[config.mk]
export PLATFORM = sky130hd
export DESIGN_NAME = axi4_lite_slave_regfile_flat
export DESIGN_NICKNAME = d
export VERILOG_FILES = /design/src/rtl/axi4_lite_slave_regfile_if.sv /design/src/rtl/axi4_lite_slave_regfile.sv /design/src/flat_wrapper.sv
export SDC_FILE = /design/constraint.sdc
export NUM_CORES = 1
export LEC_CHECK = 0
export ABC_AREA = 1
export CAP_MARGIN = 20
export CORE_ASPECT_RATIO = 1.1
export CORE_UTILIZATION = 45
export DETAILED_ROUTE_END_ITERATION = 8
export GPL_ROUTABILITY_DRIVEN = 0
export PLACE_DENSITY = 0.77
export SLEW_MARGIN = 20
export SYNTH_ARGS = -nofsm -noshare
export SYNTH_HDL_FRONTEND = slang
export SYNTH_SLANG_ARGS = --single-unit
export TNS_END_PERCENT = 20
[constraint.sdc]
create_clock -name i_ACLK -period 3 [get_ports i_ACLK]
set_input_delay 0.75 -clock i_ACLK [delete_from_list [all_inputs] [get_ports i_ACLK]]
set_output_delay 0.75 -clock i_ACLK [all_outputs]
set_load 0.01 [all_outputs]
[src/rtl/axi4_lite_slave_regfile_if.sv]
`default_nettype none
// ============================================================================
// Module   : axi4_lite_slave_regfile_if
// Brief    : AXI4-Lite bus bundle (AW/W/B/AR/R) with master and slave views.
// Revision : 1.0
// ============================================================================
interface axi4_lite_slave_regfile_if #(
    parameter int p_DATA_WIDTH    = 32,
    parameter int p_ADDRESS_WIDTH = 8
);
    localparam int lp_STROBE_WIDTH = p_DATA_WIDTH / 8;

    logic [p_ADDRESS_WIDTH-1:0] awaddr;
    logic [2:0]                 awprot;
    logic                       awvalid;
    logic                       awready;

    logic [p_DATA_WIDTH-1:0]    wdata;
    logic [lp_STROBE_WIDTH-1:0] wstrb;
    logic                       wvalid;
    logic                       wready;

    logic [1:0]                 bresp;
    logic                       bvalid;
    logic                       bready;

    logic [p_ADDRESS_WIDTH-1:0] araddr;
    logic [2:0]                 arprot;
    logic                       arvalid;
    logic                       arready;

    logic [p_DATA_WIDTH-1:0]    rdata;
    logic [1:0]                 rresp;
    logic                       rvalid;
    logic                       rready;

    modport master (
        output awaddr, awprot, awvalid, input awready,
        output wdata, wstrb, wvalid,    input wready,
        input  bresp, bvalid,           output bready,
        output araddr, arprot, arvalid, input arready,
        input  rdata, rresp, rvalid,    output rready
    );

    modport slave (
        input  awaddr, awprot, awvalid, output awready,
        input  wdata, wstrb, wvalid,    output wready,
        output bresp, bvalid,           input bready,
        input  araddr, arprot, arvalid, output arready,
        output rdata, rresp, rvalid,    input rready
    );
endinterface
`default_nettype wire

[src/rtl/axi4_lite_slave_regfile.sv]
`default_nettype none
// ============================================================================
// Module   : axi4_lite_slave_regfile
// Brief    : AXI4-Lite slave register bank with byte strobes, SLVERR decode
//            and flat export of all register contents.
// Revision : 1.0
// ============================================================================
module axi4_lite_slave_regfile #(
    parameter int p_DATA_WIDTH    = 32,
    parameter int p_ADDRESS_WIDTH = 8,
    parameter int p_NUM_REGS      = 8
) (
    input  wire logic                               i_ACLK,
    input  wire logic                               i_ARESETN,
    axi4_lite_slave_regfile_if.slave                s_axi,
    output logic [p_NUM_REGS*p_DATA_WIDTH-1:0]      o_REGS
);
    localparam int         lp_STROBE_WIDTH = p_DATA_WIDTH / 8;
    localparam int         c_IDX_SHIFT     = $clog2(lp_STROBE_WIDTH);
    localparam int         c_CMP_W         = p_ADDRESS_WIDTH + 1;
    localparam logic [1:0] c_RESP_OKAY     = 2'b00;
    localparam logic [1:0] c_RESP_SLVERR   = 2'b10;

    logic [p_DATA_WIDTH-1:0]    r_regs [p_NUM_REGS];

    logic                       r_aw_held;
    logic [p_ADDRESS_WIDTH-1:0] r_aw_addr;
    logic                       r_w_held;
    logic [p_DATA_WIDTH-1:0]    r_w_data;
    logic [lp_STROBE_WIDTH-1:0] r_w_strb;
    logic                       r_awready;
    logic                       r_wready;
    logic                       r_bvalid;
    logic [1:0]                 r_bresp;

    logic                       r_arready;
    logic                       r_rvalid;
    logic [p_DATA_WIDTH-1:0]    r_rdata;
    logic [1:0]                 r_rresp;

    logic                       w_aw_hs;
    logic                       w_w_hs;
    logic                       w_aw_have;
    logic                       w_w_have;
    logic                       w_commit;
    logic [p_ADDRESS_WIDTH-1:0] w_wr_addr;
    logic [p_DATA_WIDTH-1:0]    w_wr_data;
    logic [lp_STROBE_WIDTH-1:0] w_wr_strb;
    logic [p_ADDRESS_WIDTH-1:0] w_wr_idx;
    logic                       w_wr_in_range;
    logic                       w_bvalid_next;
    logic                       w_aw_held_next;
    logic                       w_w_held_next;

    logic                       w_ar_hs;
    logic                       w_rd_hs;
    logic [p_ADDRESS_WIDTH-1:0] w_rd_idx;
    logic                       w_rd_in_range;
    logic [p_DATA_WIDTH-1:0]    w_rd_data;

    logic                       w_unused;

    // Protection attributes carry no meaning for this register bank.
    assign w_unused = ^{s_axi.awprot, s_axi.arprot};

    // A channel "has" its beat if it was held earlier or handshakes this edge;
    // the write commits at the edge where both halves become available.
    assign w_aw_hs   = s_axi.awvalid & r_awready;
    assign w_w_hs    = s_axi.wvalid  & r_wready;
    assign w_aw_have = r_aw_held | w_aw_hs;
    assign w_w_have  = r_w_held  | w_w_hs;
    assign w_commit  = w_aw_have & w_w_have;

    assign w_wr_addr     = w_aw_hs ? s_axi.awaddr : r_aw_addr;
    assign w_wr_data     = w_w_hs  ? s_axi.wdata  : r_w_data;
    assign w_wr_strb     = w_w_hs  ? s_axi.wstrb  : r_w_strb;
    assign w_wr_idx      = w_wr_addr >> c_IDX_SHIFT;
    assign w_wr_in_range = c_CMP_W'(w_wr_idx) < c_CMP_W'(p_NUM_REGS);

    assign w_bvalid_next  = w_commit | (r_bvalid & ~s_axi.bready);
    assign w_aw_held_next = w_aw_have & ~w_commit;
    assign w_w_held_next  = w_w_have  & ~w_commit;

    assign w_ar_hs       = s_axi.arvalid & r_arready;
    assign w_rd_hs       = r_rvalid & s_axi.rready;
    assign w_rd_idx      = s_axi.araddr >> c_IDX_SHIFT;
    assign w_rd_in_range = c_CMP_W'(w_rd_idx) < c_CMP_W'(p_NUM_REGS);

    // Out-of-range indices match no entry, so the mux yields zero for them.
    always_comb begin
        w_rd_data = '0;
        for (int k = 0; k < p_NUM_REGS; k++) begin
            if (w_rd_idx == p_ADDRESS_WIDTH'(k)) begin
                w_rd_data = r_regs[k];
            end
        end
    end

    always_ff @(posedge i_ACLK) begin
        if (!i_ARESETN) begin
            r_aw_held <= 1'b0;
            r_aw_addr <= '0;
            r_w_held  <= 1'b0;
            r_w_data  <= '0;
            r_w_strb  <= '0;
            r_awready <= 1'b0;
            r_wready  <= 1'b0;
            r_bvalid  <= 1'b0;
            r_bresp   <= 2'b00;
            for (int k = 0; k < p_NUM_REGS; k++) begin
                r_regs[k] <= '0;
            end
        end else begin
            r_aw_held <= w_aw_held_next;
            r_w_held  <= w_w_held_next;
            if (w_aw_hs) begin
                r_aw_addr <= s_axi.awaddr;
            end
            if (w_w_hs) begin
                r_w_data <= s_axi.wdata;
                r_w_strb <= s_axi.wstrb;
            end
            r_bvalid  <= w_bvalid_next;
            r_awready <= ~w_aw_held_next & ~w_bvalid_next;
            r_wready  <= ~w_w_held_next  & ~w_bvalid_next;
            if (w_commit) begin
                r_bresp <= w_wr_in_range ? c_RESP_OKAY : c_RESP_SLVERR;
            end
            for (int k = 0; k < p_NUM_REGS; k++) begin
                for (int b = 0; b < lp_STROBE_WIDTH; b++) begin
                    if (w_commit && w_wr_in_range && w_wr_strb[b] &&
                        (w_wr_idx == p_ADDRESS_WIDTH'(k))) begin
                        r_regs[k][b*8 +: 8] <= w_wr_data[b*8 +: 8];
                    end
                end
            end
        end
    end

    // Read data is taken from the pre-edge register value, so a read that
    // coincides with a write commit to the same register sees the old data.
    always_ff @(posedge i_ACLK) begin
        if (!i_ARESETN) begin
            r_arready <= 1'b0;
            r_rvalid  <= 1'b0;
            r_rdata   <= '0;
            r_rresp   <= 2'b00;
        end else if (w_ar_hs) begin
            r_rdata   <= w_rd_data;
            r_rresp   <= w_rd_in_range ? c_RESP_OKAY : c_RESP_SLVERR;
            r_rvalid  <= 1'b1;
            r_arready <= 1'b0;
        end else if (w_rd_hs) begin
            r_rvalid  <= 1'b0;
            r_arready <= 1'b1;
        end else begin
            r_arready <= ~r_rvalid;
        end
    end

    assign s_axi.awready = r_awready;
    assign s_axi.wready  = r_wready;
    assign s_axi.bvalid  = r_bvalid;
    assign s_axi.bresp   = r_bresp;
    assign s_axi.arready = r_arready;
    assign s_axi.rvalid  = r_rvalid;
    assign s_axi.rdata   = r_rdata;
    assign s_axi.rresp   = r_rresp;

    generate
        for (genvar k = 0; k < p_NUM_REGS; k++) begin : g_regs_out
            assign o_REGS[k*p_DATA_WIDTH +: p_DATA_WIDTH] = r_regs[k];
        end
    endgenerate
endmodule
`default_nettype wire

[src/flat_wrapper.sv]
// flat-port wrapper written by rule: the top's interface ports become plain ports
module axi4_lite_slave_regfile_flat 
#(
    parameter int p_DATA_WIDTH    = 32,
    parameter int p_ADDRESS_WIDTH = 8,
    parameter int p_NUM_REGS      = 8
)
  (i_ACLK, i_ARESETN, o_REGS, s_axi_awaddr, s_axi_awprot, s_axi_awvalid, s_axi_awready, s_axi_wdata, s_axi_wstrb, s_axi_wvalid, s_axi_wready, s_axi_bresp, s_axi_bvalid, s_axi_bready, s_axi_araddr, s_axi_arprot, s_axi_arvalid, s_axi_arready, s_axi_rdata, s_axi_rresp, s_axi_rvalid, s_axi_rready);
  axi4_lite_slave_regfile_if #(.p_DATA_WIDTH(p_DATA_WIDTH), .p_ADDRESS_WIDTH(p_ADDRESS_WIDTH)) s_axi_i ();
  input  wire logic i_ACLK;
  input  wire logic i_ARESETN;
  output logic [p_NUM_REGS*p_DATA_WIDTH-1:0] o_REGS;
  input wire logic [$bits(s_axi_i.awaddr)-1:0] s_axi_awaddr;
  input wire logic [$bits(s_axi_i.awprot)-1:0] s_axi_awprot;
  input wire logic [$bits(s_axi_i.awvalid)-1:0] s_axi_awvalid;
  output wire logic [$bits(s_axi_i.awready)-1:0] s_axi_awready;
  input wire logic [$bits(s_axi_i.wdata)-1:0] s_axi_wdata;
  input wire logic [$bits(s_axi_i.wstrb)-1:0] s_axi_wstrb;
  input wire logic [$bits(s_axi_i.wvalid)-1:0] s_axi_wvalid;
  output wire logic [$bits(s_axi_i.wready)-1:0] s_axi_wready;
  output wire logic [$bits(s_axi_i.bresp)-1:0] s_axi_bresp;
  output wire logic [$bits(s_axi_i.bvalid)-1:0] s_axi_bvalid;
  input wire logic [$bits(s_axi_i.bready)-1:0] s_axi_bready;
  input wire logic [$bits(s_axi_i.araddr)-1:0] s_axi_araddr;
  input wire logic [$bits(s_axi_i.arprot)-1:0] s_axi_arprot;
  input wire logic [$bits(s_axi_i.arvalid)-1:0] s_axi_arvalid;
  output wire logic [$bits(s_axi_i.arready)-1:0] s_axi_arready;
  output wire logic [$bits(s_axi_i.rdata)-1:0] s_axi_rdata;
  output wire logic [$bits(s_axi_i.rresp)-1:0] s_axi_rresp;
  output wire logic [$bits(s_axi_i.rvalid)-1:0] s_axi_rvalid;
  input wire logic [$bits(s_axi_i.rready)-1:0] s_axi_rready;
  assign s_axi_i.awaddr = s_axi_awaddr;
  assign s_axi_i.awprot = s_axi_awprot;
  assign s_axi_i.awvalid = s_axi_awvalid;
  assign s_axi_awready = s_axi_i.awready;
  assign s_axi_i.wdata = s_axi_wdata;
  assign s_axi_i.wstrb = s_axi_wstrb;
  assign s_axi_i.wvalid = s_axi_wvalid;
  assign s_axi_wready = s_axi_i.wready;
  assign s_axi_bresp = s_axi_i.bresp;
  assign s_axi_bvalid = s_axi_i.bvalid;
  assign s_axi_i.bready = s_axi_bready;
  assign s_axi_i.araddr = s_axi_araddr;
  assign s_axi_i.arprot = s_axi_arprot;
  assign s_axi_i.arvalid = s_axi_arvalid;
  assign s_axi_arready = s_axi_i.arready;
  assign s_axi_rdata = s_axi_i.rdata;
  assign s_axi_rresp = s_axi_i.rresp;
  assign s_axi_rvalid = s_axi_i.rvalid;
  assign s_axi_i.rready = s_axi_rready;
  axi4_lite_slave_regfile #(.p_DATA_WIDTH(p_DATA_WIDTH), .p_ADDRESS_WIDTH(p_ADDRESS_WIDTH), .p_NUM_REGS(p_NUM_REGS)) u_core (.i_ACLK(i_ACLK), .i_ARESETN(i_ARESETN), .s_axi(s_axi_i), .o_REGS(o_REGS));
endmodule
==> results.yml <==
detailed_routing:
  wl_per_cell_um: 21.2
  vias_per_cell: 5.49
  dr.pass1.iters: 5
  wl_um: 49800
  vias: 12877
  drtIter0Drc: 1117
  drc: 0
  drtAntennaViolNets: 0
flow_run:
  max_cap_violations: 0
pwr:
  vdd_drop_max_v: 0.000340
  finalPower_uw: 11200
  p_per_area_nw_per_um2: 540
  cellLeakagePower_uw: 0.00846
clocking:
  numCtsBuffers: 36
  clkSlewWorstSetupHoldPaths_ps: 60
  cts_setup_buffers: 0
  cts_tree: "yes"
  cts_num_sinks: 339
  ctsResizeCount: 0
  cts_root_buffer: "clkbuf_16"
  clk_path_buf_depth: 3
  clk_latency_ps: 530
  htreeDepth: 2
  cts-hold-fix-buffers: 0
yosys:
  yosysSeqAreaShare_pct: 63.6
  yosysWarnings: 0
  synth.area.top_cells: "edfxtp_1, dfxtp_1, nor2_1"
  ys_seq_elements: 339
  syn_area_per_cell_um2: 10.0
  synth_edf_count: 256
  syn_area_um2: 14700
  synth_top_area_share_pct: 52.3
  async_flop_share_pct: 0
  synthCells: 1466
  synth.largest_area_cell: "edfxtp_1"
  synth_cell_types: 34
  synth_ff_type: "edfxtp_1"
  synth.most_common_cell: "nor2_1"
  synthTopCellsByCount: "nor2_1, nand2_1, edfxtp_1"
worst_setup_path:
  cp-start-kind: "input port"
  end_kind: "flop"
  critPathKind: "in2reg"
  timing.rr.end: "u_core.r_regs[1][100]"
  r2r_slack_ps: 800
  worstPathRequired_ps: 3200
  cp_max_fo: 8
  worstPathArrival_ps: 2760
  r2r_cells: 9
  r2r_start: "u_core.s_axi.awready"
floorplanning:
  die_h_um: 192
  ios: 362
  core_area_um2: 32200
  die-width_um: 174
  num_rows: 69
  dieArea_um2: 33400
  start_util_pct: 45.7
sta:
  setup_viol: 0
  worst_slew_pin_slew_ps: 793
  maxSlewViolCount: 0
  max_slew_margin_pct: 47.2
  final.setup.tns_ps: 0
  period_minus_slack_ps: 2560
  final_hold_viol_count: 0
  fin_skew_ps: 27.7
  max_freq_ghz: 0.391
  setup_ws_ps: 443
  fin_crit_sh_pct: 85.2
  rsz0062_at_grt: "no"
grt:
  grt_pass1_wl_um: 73500
  antenna_found_initial: 3
  grt_max_degree: 108
  grt_pass1_vias: 12721
  grt_usage_pct: 29.3
  overflow: 0
final_layout:
  drive_gt1_share_pct: 11.7
  utilization_pct: 64.5
  nets: 1955
  area_growth_pct: 41.3
  layout.cells.non_filler: 2346
status:
  status: "finished clean"
place:
  pre_cts_slack_ps: -91.1
  portBuffers: 349
  dp_cells: 2278
  place_hpwl_um: 34700
min_path:
  holdPathEnd: "u_core.s_axi.rdata[18]"
  holdCritPathClass: "reg2reg"
  hp-start: "u_core.s_axi.rdata[18]"
  whs_path_depth: 2
==> report_power, final <==
group	total [uW]	internal (uW)	switching, uW
logic	1370	577	794
registers	5370	5240	127
clock network	4480	2620	1850
==> worst max-delay path: stages <==
cell             delay, ps
clkdlybuf4s50_1        500
nand2_4                 80
or2_0                  220
o21ai_2                100
nand3_4                170
nor2_4                 220
buf_12                 180
nand2_1                 80
o21ai_0                220
buf_4                  240
==> layer usage <==
layer | vias up | global-route usage, % | part of all wire (%)
met5 | - | 0 | 0.022
met4 | 2 | 14.1 | 4.6
met3 | 172 | 4.97 | 9.7
met2 | 800 | 50.4 | 49
met1 | 6086 | 35.9 | 36
li1 | 5817 | - | -
==> cells by family after synthesis <==
group | count (synthesis) | share of synthesized area, %
and+or+nand+nor | 834 | 27.8
AOI/OAI and AO/OA | 80 | 2.88
DFF | 339 | 63.6
buffers and inverters | 212 | 5.72
other | 1 | 0.0255
==> per-stage QoR <==
step / area (um2) / hold slack [ps]
after floorplan: 14700 / 476
after global placement: 19600 / 438
after global routing: 20800 / 466
after CTS: 20800 / 454
final: 20800 / 450
after detailed placement: 19600 / 443
==> registers in the layout (all words and copies together) (netlist names) <==
register	cells
u_core.s_axi.awready	1
u_core.s_axi.rvalid	1
u_core.s_axi.rresp	1
u_core.r_w_held	1
u_core.s_axi.bresp	1
u_core.r_aw_addr	6
u_core.r_w_data	32
u_core.s_axi.rdata	32
u_core.r_w_strb	4
u_core.r_aw_held	1
u_core.r_regs	256
u_core.s_axi.wready	1
u_core.s_axi.arready	1
u_core.s_axi.bvalid	1
==> final cells by class <==
type / instances / area (um2)
fillers: 2406 / 11400
flip-flops and latches: 339 / 9350
repair buffers: 459 / 4640
multi-input cells: 916 / 4560
clock buffers: 50 / 1000
well taps: 426 / 533
inverters: 138 / 518
clock inverters: 16 / 175
diodes: 2 / 5.00
==> worst max-delay path by stage <==
stage	from	end	slack, ps	depth (start not counted)
floorplan	s_axi_awvalid	u_core.r_regs[1][100]	130	7
global placement	s_axi_awvalid	u_core.r_regs[1][74]	-20	10
detailed placement	s_axi_awvalid	u_core.r_regs[1][101]	-90	10
CTS	s_axi_awvalid	u_core.r_regs[1][100]	430	10
global route	s_axi_awvalid	u_core.r_regs[1][100]	340	10
finish	s_axi_awvalid	u_core.r_regs[1][100]	440	10
==> cells in the final DEF, fill, tap and decap left out, types with 6 or more instances in the layout <==
master and instances:
nand4_1 133, nor2_4 7, inv_1 129, nand4_4 21, buf_12 26, nand3_1 38
edfxtp_1 256, clkbuf_1 10, clkbuf_16 37, nor2_2 6, clkdlybuf4s50_1 348, dfxtp_1 83
a21oi_1 28, nor3_1 21, o21ai_0 47, buf_4 84, nand2_1 285, inv_2 7
nor2_1 304
(Power assumes the default switching activity.)
